--- src/rtl/data_cal_param_if.sv ---
// Handshake bundle between a packed-word producer, the calculator and its result consumer.
// Carries the input word (d/sel/mode) with in_valid/in_ready and the result with validout/out_ready.
// Optional out_par member exists only when DATA_CAL_PARITY_EN is defined.
interface data_cal_param_if #(
  parameter int LANE_W = 4,
  parameter int LANES  = 4
);
  localparam int SEL_W = $clog2(LANES);
  localparam int OUT_W = LANE_W + $clog2(LANES);

  logic                    in_valid;
  logic                    in_ready;
  logic [LANES*LANE_W-1:0] d;
  logic [SEL_W-1:0]        sel;
  logic                    mode;
  logic [OUT_W-1:0]        out;
  logic                    validout;
  logic                    out_ready;

`ifdef DATA_CAL_PARITY_EN
  logic                    out_par;

  modport master (
    output in_valid, d, sel, mode, out_ready,
    input  in_ready, out, validout, out_par
  );

  modport slave (
    input  in_valid, d, sel, mode, out_ready,
    output in_ready, out, validout, out_par
  );
`else
  modport master (
    output in_valid, d, sel, mode, out_ready,
    input  in_ready, out, validout
  );

  modport slave (
    input  in_valid, d, sel, mode, out_ready,
    output in_ready, out, validout
  );
`endif
endinterface

--- src/rtl/data_cal_param.sv ---
// Lane calculator: PAIR mode adds lane0 + lane[sel]; SUM mode accumulates all lanes one per cycle.
// Latency: PAIR result registered at the accept edge; SUM result registered LANES edges after accept.
// Backpressure: one operation in flight; in_ready low from accept until the result is taken via out_ready.
// Optional feature macro: DATA_CAL_PARITY_EN adds out_par (XOR reduction of the loaded result).
module data_cal_param #(
  parameter int LANE_W = 4,
  parameter int LANES  = 4
) (
  input logic              clk,
  input logic              rst,
  data_cal_param_if.slave  bus
);
  localparam int SEL_W = $clog2(LANES);
  localparam int OUT_W = LANE_W + $clog2(LANES);
  localparam logic [SEL_W-1:0] LAST_IDX = SEL_W'(LANES - 1);

  typedef enum logic [1:0] {IDLE, CALC, DONE} state_t;

  state_t                  state;
  logic [LANES*LANE_W-1:0] cap_d;
  logic [OUT_W-1:0]        acc;
  logic [SEL_W-1:0]        idx;
  logic                    in_ready_q;
  logic                    validout_q;
  logic [OUT_W-1:0]        out_q;
  logic [OUT_W-1:0]        pair_sum;
  logic [OUT_W-1:0]        calc_sum;

  // Zero-extended lane fetch; an index past the last lane reads as zero.
  function automatic logic [OUT_W-1:0] lane_at(input logic [LANES*LANE_W-1:0] v,
                                              input logic [SEL_W-1:0] i);
    logic [OUT_W-1:0] r;
    r = '0;
    for (int k = 0; k < LANES; k++) begin
      if (i == SEL_W'(k)) r = OUT_W'(v[k*LANE_W +: LANE_W]);
    end
    return r;
  endfunction

  // Candidate results: PAIR from the live input word, SUM step from the captured word.
  always_comb begin
    pair_sum = lane_at(bus.d, SEL_W'(0)) + lane_at(bus.d, bus.sel);
    calc_sum = acc + lane_at(cap_d, idx);
  end

  // Control FSM with registered handshake outputs and result register.
  always_ff @(posedge clk) begin
    if (rst) begin
      state      <= IDLE;
      cap_d      <= '0;
      acc        <= '0;
      idx        <= '0;
      in_ready_q <= 1'b1;
      validout_q <= 1'b0;
      out_q      <= '0;
    end else begin
      case (state)
        IDLE: begin
          if (bus.in_valid) begin
            cap_d      <= bus.d;
            in_ready_q <= 1'b0;
            if (!bus.mode) begin
              out_q      <= pair_sum;
              validout_q <= 1'b1;
              state      <= DONE;
            end else begin
              acc   <= '0;
              idx   <= '0;
              state <= CALC;
            end
          end
        end
        CALC: begin
          acc <= calc_sum;
          idx <= idx + SEL_W'(1);
          if (idx == LAST_IDX) begin
            out_q      <= calc_sum;
            validout_q <= 1'b1;
            state      <= DONE;
          end
        end
        DONE: begin
          if (bus.out_ready) begin
            validout_q <= 1'b0;
            in_ready_q <= 1'b1;
            state      <= IDLE;
          end
        end
        default: begin
          state      <= IDLE;
          in_ready_q <= 1'b1;
          validout_q <= 1'b0;
        end
      endcase
    end
  end

  assign bus.in_ready = in_ready_q;
  assign bus.validout = validout_q;
  assign bus.out      = out_q;

`ifdef DATA_CAL_PARITY_EN
  logic out_par_q;

  // Parity loaded in the same cycles as out, so it is stable while DONE.
  always_ff @(posedge clk) begin
    if (rst) begin
      out_par_q <= 1'b0;
    end else if (state == IDLE && bus.in_valid && !bus.mode) begin
      out_par_q <= ^pair_sum;
    end else if (state == CALC && idx == LAST_IDX) begin
      out_par_q <= ^calc_sum;
    end
  end

  assign bus.out_par = out_par_q;
`endif
endmodule
--- src/flat_wrapper.sv ---
// flat-port wrapper written by rule: the top's interface ports become plain ports
module data_cal_param_flat 
#(
  parameter int LANE_W = 4,
  parameter int LANES  = 4
)
  (clk, rst, bus_in_valid, bus_d, bus_sel, bus_mode, bus_out_ready, bus_in_ready, bus_out, bus_validout);
  data_cal_param_if #(.LANE_W(LANE_W), .LANES(LANES)) bus_i ();
  input logic clk;
  input logic rst;
  input wire logic [$bits(bus_i.in_valid)-1:0] bus_in_valid;
  input wire logic [$bits(bus_i.d)-1:0] bus_d;
  input wire logic [$bits(bus_i.sel)-1:0] bus_sel;
  input wire logic [$bits(bus_i.mode)-1:0] bus_mode;
  input wire logic [$bits(bus_i.out_ready)-1:0] bus_out_ready;
  output wire logic [$bits(bus_i.in_ready)-1:0] bus_in_ready;
  output wire logic [$bits(bus_i.out)-1:0] bus_out;
  output wire logic [$bits(bus_i.validout)-1:0] bus_validout;
  assign bus_i.in_valid = bus_in_valid;
  assign bus_i.d = bus_d;
  assign bus_i.sel = bus_sel;
  assign bus_i.mode = bus_mode;
  assign bus_i.out_ready = bus_out_ready;
  assign bus_in_ready = bus_i.in_ready;
  assign bus_out = bus_i.out;
  assign bus_validout = bus_i.validout;
  data_cal_param #(.LANE_W(LANE_W), .LANES(LANES)) u_core (.clk(clk), .rst(rst), .bus(bus_i));
endmodule
--- config.mk ---
export PLATFORM = sky130hd
export DESIGN_NAME = data_cal_param_flat
export DESIGN_NICKNAME = d
export VERILOG_FILES = /design/src/rtl/data_cal_param_if.sv /design/src/rtl/data_cal_param.sv /design/src/flat_wrapper.sv
export SDC_FILE = /design/constraint.sdc
export NUM_CORES = 1
export LEC_CHECK = 0
export BUFFER_PORTS_ARGS = -buffer_cell sky130_fd_sc_hd__buf_4
export CELL_PAD_IN_SITES_DETAIL_PLACEMENT = 0
export CELL_PAD_IN_SITES_GLOBAL_PLACEMENT = 1
export CORE_MARGIN = 4
export CORE_UTILIZATION = 43
export CTS_BUF_LIST = sky130_fd_sc_hd__clkbuf_8
export DETAILED_ROUTE_END_ITERATION = 8
export PLACE_DENSITY = 0.9
export SLEW_MARGIN = 20
export SYNTH_ARGS = -nofsm -noshare
export SYNTH_HDL_FRONTEND = slang
export SYNTH_SLANG_ARGS = --single-unit
--- constraint.sdc ---
create_clock -name clk -period 3 [get_ports clk]
set_input_delay 0.6 -clock clk [delete_from_list [all_inputs] [get_ports clk]]
set_output_delay 0.6 -clock clk [all_outputs]
set_load 0.005 [all_outputs]
## After elaboration in Yosys (flattened, before gate mapping)

Cells that the tools add are included.

| cells by class | value |
|---|---|
| bitwise logic cells | 1 |
| reductions and logical operators | 10 |
| multiplexer cells | 31 |
| $add $sub $neg | 3 |
| equal/unequal tests | 13 |

Operator list:

| cell | count |
|---|---|
| 4-bit two-way mux | 8 |
| 6-bit two-way mux | 5 |
| 6-bit case mux with 2 select lines | 2 |
| 2-bit two-way mux | 6 |
| 2-bit == test (second input constant) | 5 |
| 3-bit AND reduction | 3 |
| 2-bit != test (second input constant) | 4 |
| 4-bit AND reduction | 2 |
| 6-bit by 4-bit adder with 6-bit output | 1 |
| 2-bit by 1-bit == test with 1-bit output (second input constant) | 3 |
| 2-bit logical NOT | 3 |
| 1-bit two-way mux | 6 |
| 1-bit case mux with 3 select lines | 2 |
| 2-bit case mux with 3 select lines | 1 |
| 4-bit by 4-bit adder with 5-bit output | 1 |
| 2-bit case mux with 2 select lines | 1 |
| 2-bit by 1-bit adder with 2-bit output (second input constant) | 1 |
| 2-bit by 1-bit != test with 1-bit output (second input constant) | 1 |
| 2-bit AND reduction | 1 |
| 2-bit nonzero test | 1 |
| 1-bit NOT | 1 |

| word-level totals | value |
|---|---|
| output and inout port bits | 8 |
| input port bits | 23 |
| register bits after elaboration | 34 |
| word-level logic and storage cells | 65 |

## Longest topological paths before layout

| depth | value |
|---|---|
| depth in word-level cells | 9 |
| mapped depth | 14 |
| mapped depth without buffers | 14 |

## Least setup slack after synthesis

Ideal clock, no wire load.

| path | value |
|---|---|
| path kind | register -> register |
| start | register u_core.idx[1] |
| end | register u_core.out_q[4] (netlist: u_core.bus.out[4]) |
| path buffers | 0 |
| library setup time | 101 ps |
| slack | 612 ps |
| cell stages (with the launch flop) | 15 |
| data required time | 2899 ps |
| period minus slack after synthesis | 2388 ps |
| arrival | 2287 ps |
| path through | dfxtp_1 > inv_1 > ha_1 > nand3b_1 > a21oi_1 > a21oi_1 > o21ai_0 > ha_1 > inv_1 > fa_1 > inv_1 > a21o_1 > a21oi_1 > xor2_1 > o41ai_1 |

| between the ends | value |
|---|---|
| longest elaborated chain between the ends | 8 |
| elaborated cells between the ends (all ways) | 13 |
| those cells by class | add/sub (1); eq/ne (4); mux (6); reduce/logical (2) |

Ends and longest elaborated chain:

| what | line | source |
|---|---|---|
| from (decl) | data_cal_param.sv:22 | `logic [SEL_W-1:0] idx;` |
| from (signal assigned) | data_cal_param.sv:75 | `idx <= idx + SEL_W'(1);` |
| 2-bit logical NOT | data_cal_param.sv:35 | `if (i == SEL_W'(k)) r = OUT_W'(v[k*LANE_W +: LANE_W]);` |
| 4-bit two-way mux (4 in a row) | data_cal_param.sv:35 |  |
| 6-bit by 4-bit adder with 6-bit output | data_cal_param.sv:43 | `calc_sum = acc + lane_at(cap_d, idx);` |
| 6-bit two-way mux | data_cal_param.sv:76 | `if (idx == LAST_IDX) begin` |
| 6-bit case mux with 2 select lines | data_cal_param.sv:57 | `case (state)` |
| to (signal assigned) | data_cal_param.sv:63 | `out_q <= pair_sum;` |
| to (signal assigned) | data_cal_param.sv:77 | `out_q <= calc_sum;` |
| to (decl) | data_cal_param.sv:25 | `logic [OUT_W-1:0] out_q;` |

Parallel ways exist; a longest one is shown, timed or not. The select of a mux whose other input is x is not followed.
A chain may end at the register's enable or synchronous reset.

## Final worst setup path

Same ends and word-level chain as after synthesis.

==> insert_results.sql <==
INSERT INTO impl_metrics (metric_group, metric, value, unit) VALUES
('place', 'io_buffer_count', '30', ''),
('logic_synthesis', 'synthesized_area_fraction_occupied_by_xor_and_xnor_cells', '2.35', '%'),
('logic_synthesis', 'synth_seq_cells', '34', ''),
('clock_tree', 'tritoncts', 'yes', ''),
('timing', 'fin_setup_tns', '0', 'ns'),
('place', 'place_hpwl', '3.25', 'mm'),
('place', 'dp_cells', '293', ''),
('cells_and_area', 'finish.instance_area', '2170', 'um^2'),
('clock_tree', 'ctsLongestPathBuffers', '2', ''),
('flow_run', 'cap_violations', '0', ''),
('routing', 'route.detailed.vias_per_inst', '5.40', ''),
('timing', 'fin_worst_hold_slack', '0.455', 'ns'),
('worst_setup_path', 'timing_worst_setup_path_type', 'reg2reg', ''),
('routing', 'detailroute.via_count', '1619', ''),
('logic_synthesis', 'postSynthCellCount', '225', ''),
('clock_tree', 'clock_tree.htree_level_count', '2', ''),
('global_routing', 'grt_pass1_vias', '1538', ''),
('routing', 'drt_drc_violations_left', '0', ''),
('logic_synthesis', 'synth_cell_type_count', '38', ''),
('cells_and_area', 'antenna_cells', '0', ''),
('timing', 'hold_violations', '0', ''),
('worst_setup_path', 'data_required_critical_path', '3.18', 'ns'),
('worst_setup_path', 'type_of_origin_of_the_critical_path', 'flip-flop', ''),
('cells_and_area', 'final-instance-count-excl-fill', '300', ''),
('hold_path', 'worst_hold_path_type', 'reg2reg', ''),
('worst_setup_path', 'reg2reg_from', 'u_core.idx[1]', ''),
('routing', 'wl_per_cell', '14.4', 'um'),
('power_and_ir_drop', 'power.static_leakage', '0.915', 'nW'),
('worst_setup_path', 'reg2regPathDepth', '14', ''),
('floorplanning', 'start_util', '45.5', '%'),
('worst_setup_path', 'crit_path_top_delay_cell', 'sky130_fd_sc_hd__fa_1', ''),
('routing', 'route.met3.wl', '175', 'um'),
('logic_synthesis', 'synth_fp_nets', '263', ''),
('hold_path', 'holdPathEnd', 'u_core.cap_d[15]', ''),
('clock_tree', 'holdBufCountCts', '0', ''),
('routing', 'drt_first_iter_violations', '143', ''),
('floorplanning', 'io_pins', '31', ''),
('routing', 'met2WireLength', '2.03', 'mm'),
('power_and_ir_drop', 'power_per_cell_area', '482', 'nW/um^2'),
('clock_tree', 'cts_repair_resize_count', '0', ''),
('logic_synthesis', 'largest_family_of_logic_cells_by_synthesized_area', 'compound AO/OA/AOI/OAI gates', ''),
('hold_path', 'startpoint_of_the_tightest_hold_check_path', 'u_core.cap_d[15]', ''),
('global_routing', 'grt_first_pass_wirelength', '7.37', 'mm'),
('global_routing', 'largest_net_degree_at_the_start_of_global_routing', '35', ''),
('timing', 'fin_skew', '0.00510', 'ns'),
('place', 'routabilityCongestion', '0.862', ''),
('timing', 'layout_min_cycle_time', '2.65', 'ns'),
('floorplanning', 'fp.coreArea', '4090', 'um^2'),
('status', 'outcome', 'completed', ''),
('logic_synthesis', 'synth_fa_ha_area_share', '10.9', '%'),
('logic_synthesis', 'synth_seq_area_share', '36.6', '%'),
('global_routing', 'global_route.overflow_total', '0', ''),
('clock_tree', 'cts_made_buffers', '5', ''),
('logic_synthesis', 'synth-compound-area-share', '20.9', '%'),
('worst_setup_path', 'critical_path.top_delay_family', 'adder cells', ''),
('logic_synthesis', 'syn-mean-instance-area', '8.27', 'um^2'),
('cells_and_area', 'layout-area-overhead-vs-synth', '16.7', '%'),
('timing', 'rsz0062_at_grt', 'no', ''),
('logic_synthesis', 'postSynth.asyncResetShare', '0', '%'),
('timing', 'slew_headroom', '66.1', '%'),
('routing', 'postRouteWirelength', '4.32', 'mm'),
('timing', 'clock.fmax', '377', 'MHz'),
('global_routing', 'number_of_antenna_violations_at_the_first_check_in_global_routing', '0', ''),
('worst_setup_path', 'worstPathCellList', 'inv_1 > ha_1 > nand3b_1 > a21oi_1 > a21oi_1 > o21ai_0 > ha_1 > inv_1 > fa_1 > inv_1 > a21o_1 > a21oi_1 > xor2_1 > o41ai_1', ''),
('clock_tree', 'post-cts-setup-buffer-count', '0', ''),
('cells_and_area', 'final_net_count', '288', ''),
('worst_setup_path', 'crit_buf_inv', '3', ''),
('cells_and_area', 'drive_gt1_share', '18.4', '%'),
('logic_synthesis', 'yosys-mux-area-fraction', '4.84', '%'),
('floorplanning', 'die_w', '73.8', 'um'),
('clock_tree', 'clkSlewWorstSetupHoldPaths', '0.06', 'ns');
[metal layers]
metal / global-route usage, % / vias to the layer above
met5: 0 / -
met4: 7.24 / 0
met3: 2.87 / 8
met2: 28.6 / 25
met1: 23.7 / 757
li1: - / 829
[cell type report]
class                           instances  area (um^2)
Clock buffer                            5         68.8
Clock inverter                          2         7.51
Fill cell                             430         1920
Inverter                                6         22.5
Multi-Input combinational cell        172         1100
Sequential cell                        34          681
Tap cell                               50         62.6
Timing Repair Buffer                   31          233
[synth_stat cells (all sizes together) (4+ instances only)]
cell	number	area, um^2
a211oi	4	30.0
a21o	5	45.0
a21oi	40	204
buf	5	31.3
clkbuf	8	30.0
dfxtp	34	681
ha	13	163
inv	6	22.5
mux4	4	90.1
nand2	48	180
nand3b	4	30.0
nor2	15	56.3
o21ai	5	25.0
[cell usage in the layout (no fill, tap or decap), types with 2 or more instances in the layout]
cell	instances
sky130_fd_sc_hd__nand2_1	48
sky130_fd_sc_hd__a21oi_1	39
sky130_fd_sc_hd__dfxtp_1	34
sky130_fd_sc_hd__buf_4	31
sky130_fd_sc_hd__nor2_1	15
sky130_fd_sc_hd__ha_1	13
sky130_fd_sc_hd__inv_1	8
sky130_fd_sc_hd__o21ai_0	5
sky130_fd_sc_hd__clkbuf_8	5
sky130_fd_sc_hd__nand3b_1	4
sky130_fd_sc_hd__mux4_2	4
sky130_fd_sc_hd__a21o_1	4
sky130_fd_sc_hd__a211oi_1	4
sky130_fd_sc_hd__nand3_1	3
sky130_fd_sc_hd__a22oi_1	3
sky130_fd_sc_hd__xnor2_1	3
sky130_fd_sc_hd__nand2b_1	2
sky130_fd_sc_hd__or2_2	2
sky130_fd_sc_hd__xor2_1	2
sky130_fd_sc_hd__and3_1	2
sky130_fd_sc_hd__a311oi_1	2
sky130_fd_sc_hd__fa_1	2
[worst min-delay path: stages (launching register included)]
cell                      delay [ns]
sky130_fd_sc_hd__dfxtp_1        0.31
sky130_fd_sc_hd__nand2_1        0.05
sky130_fd_sc_hd__a21oi_1        0.05
[worst max-delay path by stage]
stage,startpoint,end,cells after the start
2_1_floorplan,u_core.idx[1],u_core.bus.out[4],14
3_3_place_gp,bus_sel[0],u_core.bus.out[4],9
3_5_place_dp,bus_sel[0],u_core.bus.out[4],9
4_1_cts,u_core.idx[1],u_core.bus.out[4],14
5_1_grt,u_core.idx[1],u_core.bus.out[2],14
6_report,u_core.idx[1],u_core.bus.out[4],14
[power by group]
part	total (mW)	switching, mW	internal [mW]
combinational	0.233	0.124	0.109
sequential	0.506	0.0237	0.482
clock	0.309	0.156	0.153
[registers in the layout, summed over array words and instances, names as in the netlist]
register	count
u_core.idx	2
u_core.bus.validout	1
u_core.bus.in_ready	1
u_core.state	2
u_core.bus.out	6
u_core.acc	6
u_core.cap_d	16
[per-stage QoR]
stage	worst slack, ns	power (mW)	utilization (%)
final	0.345	1.05	53.1
after global placement	0.334	0.749	51.3
after global routing	0.0560	1.11	53.1
after detailed placement	0.321	0.750	51.3
after CTS	0.339	1.06	53.1
after floorplan	0.612	0.668	-
[cells by family (layout without fill, tap and decap cells)]
kind of cell               after synthesis  after routing
adders and majority gates               15             15
xor gates and xnor gates                 5              5
buffers and inverters                   19             44
and+or+nand+nor                         83             83
DFF                                     34             34
muxes                                    4              4
AOI/OAI and AO/OA                       65             65
(Power assumes the default switching activity.)
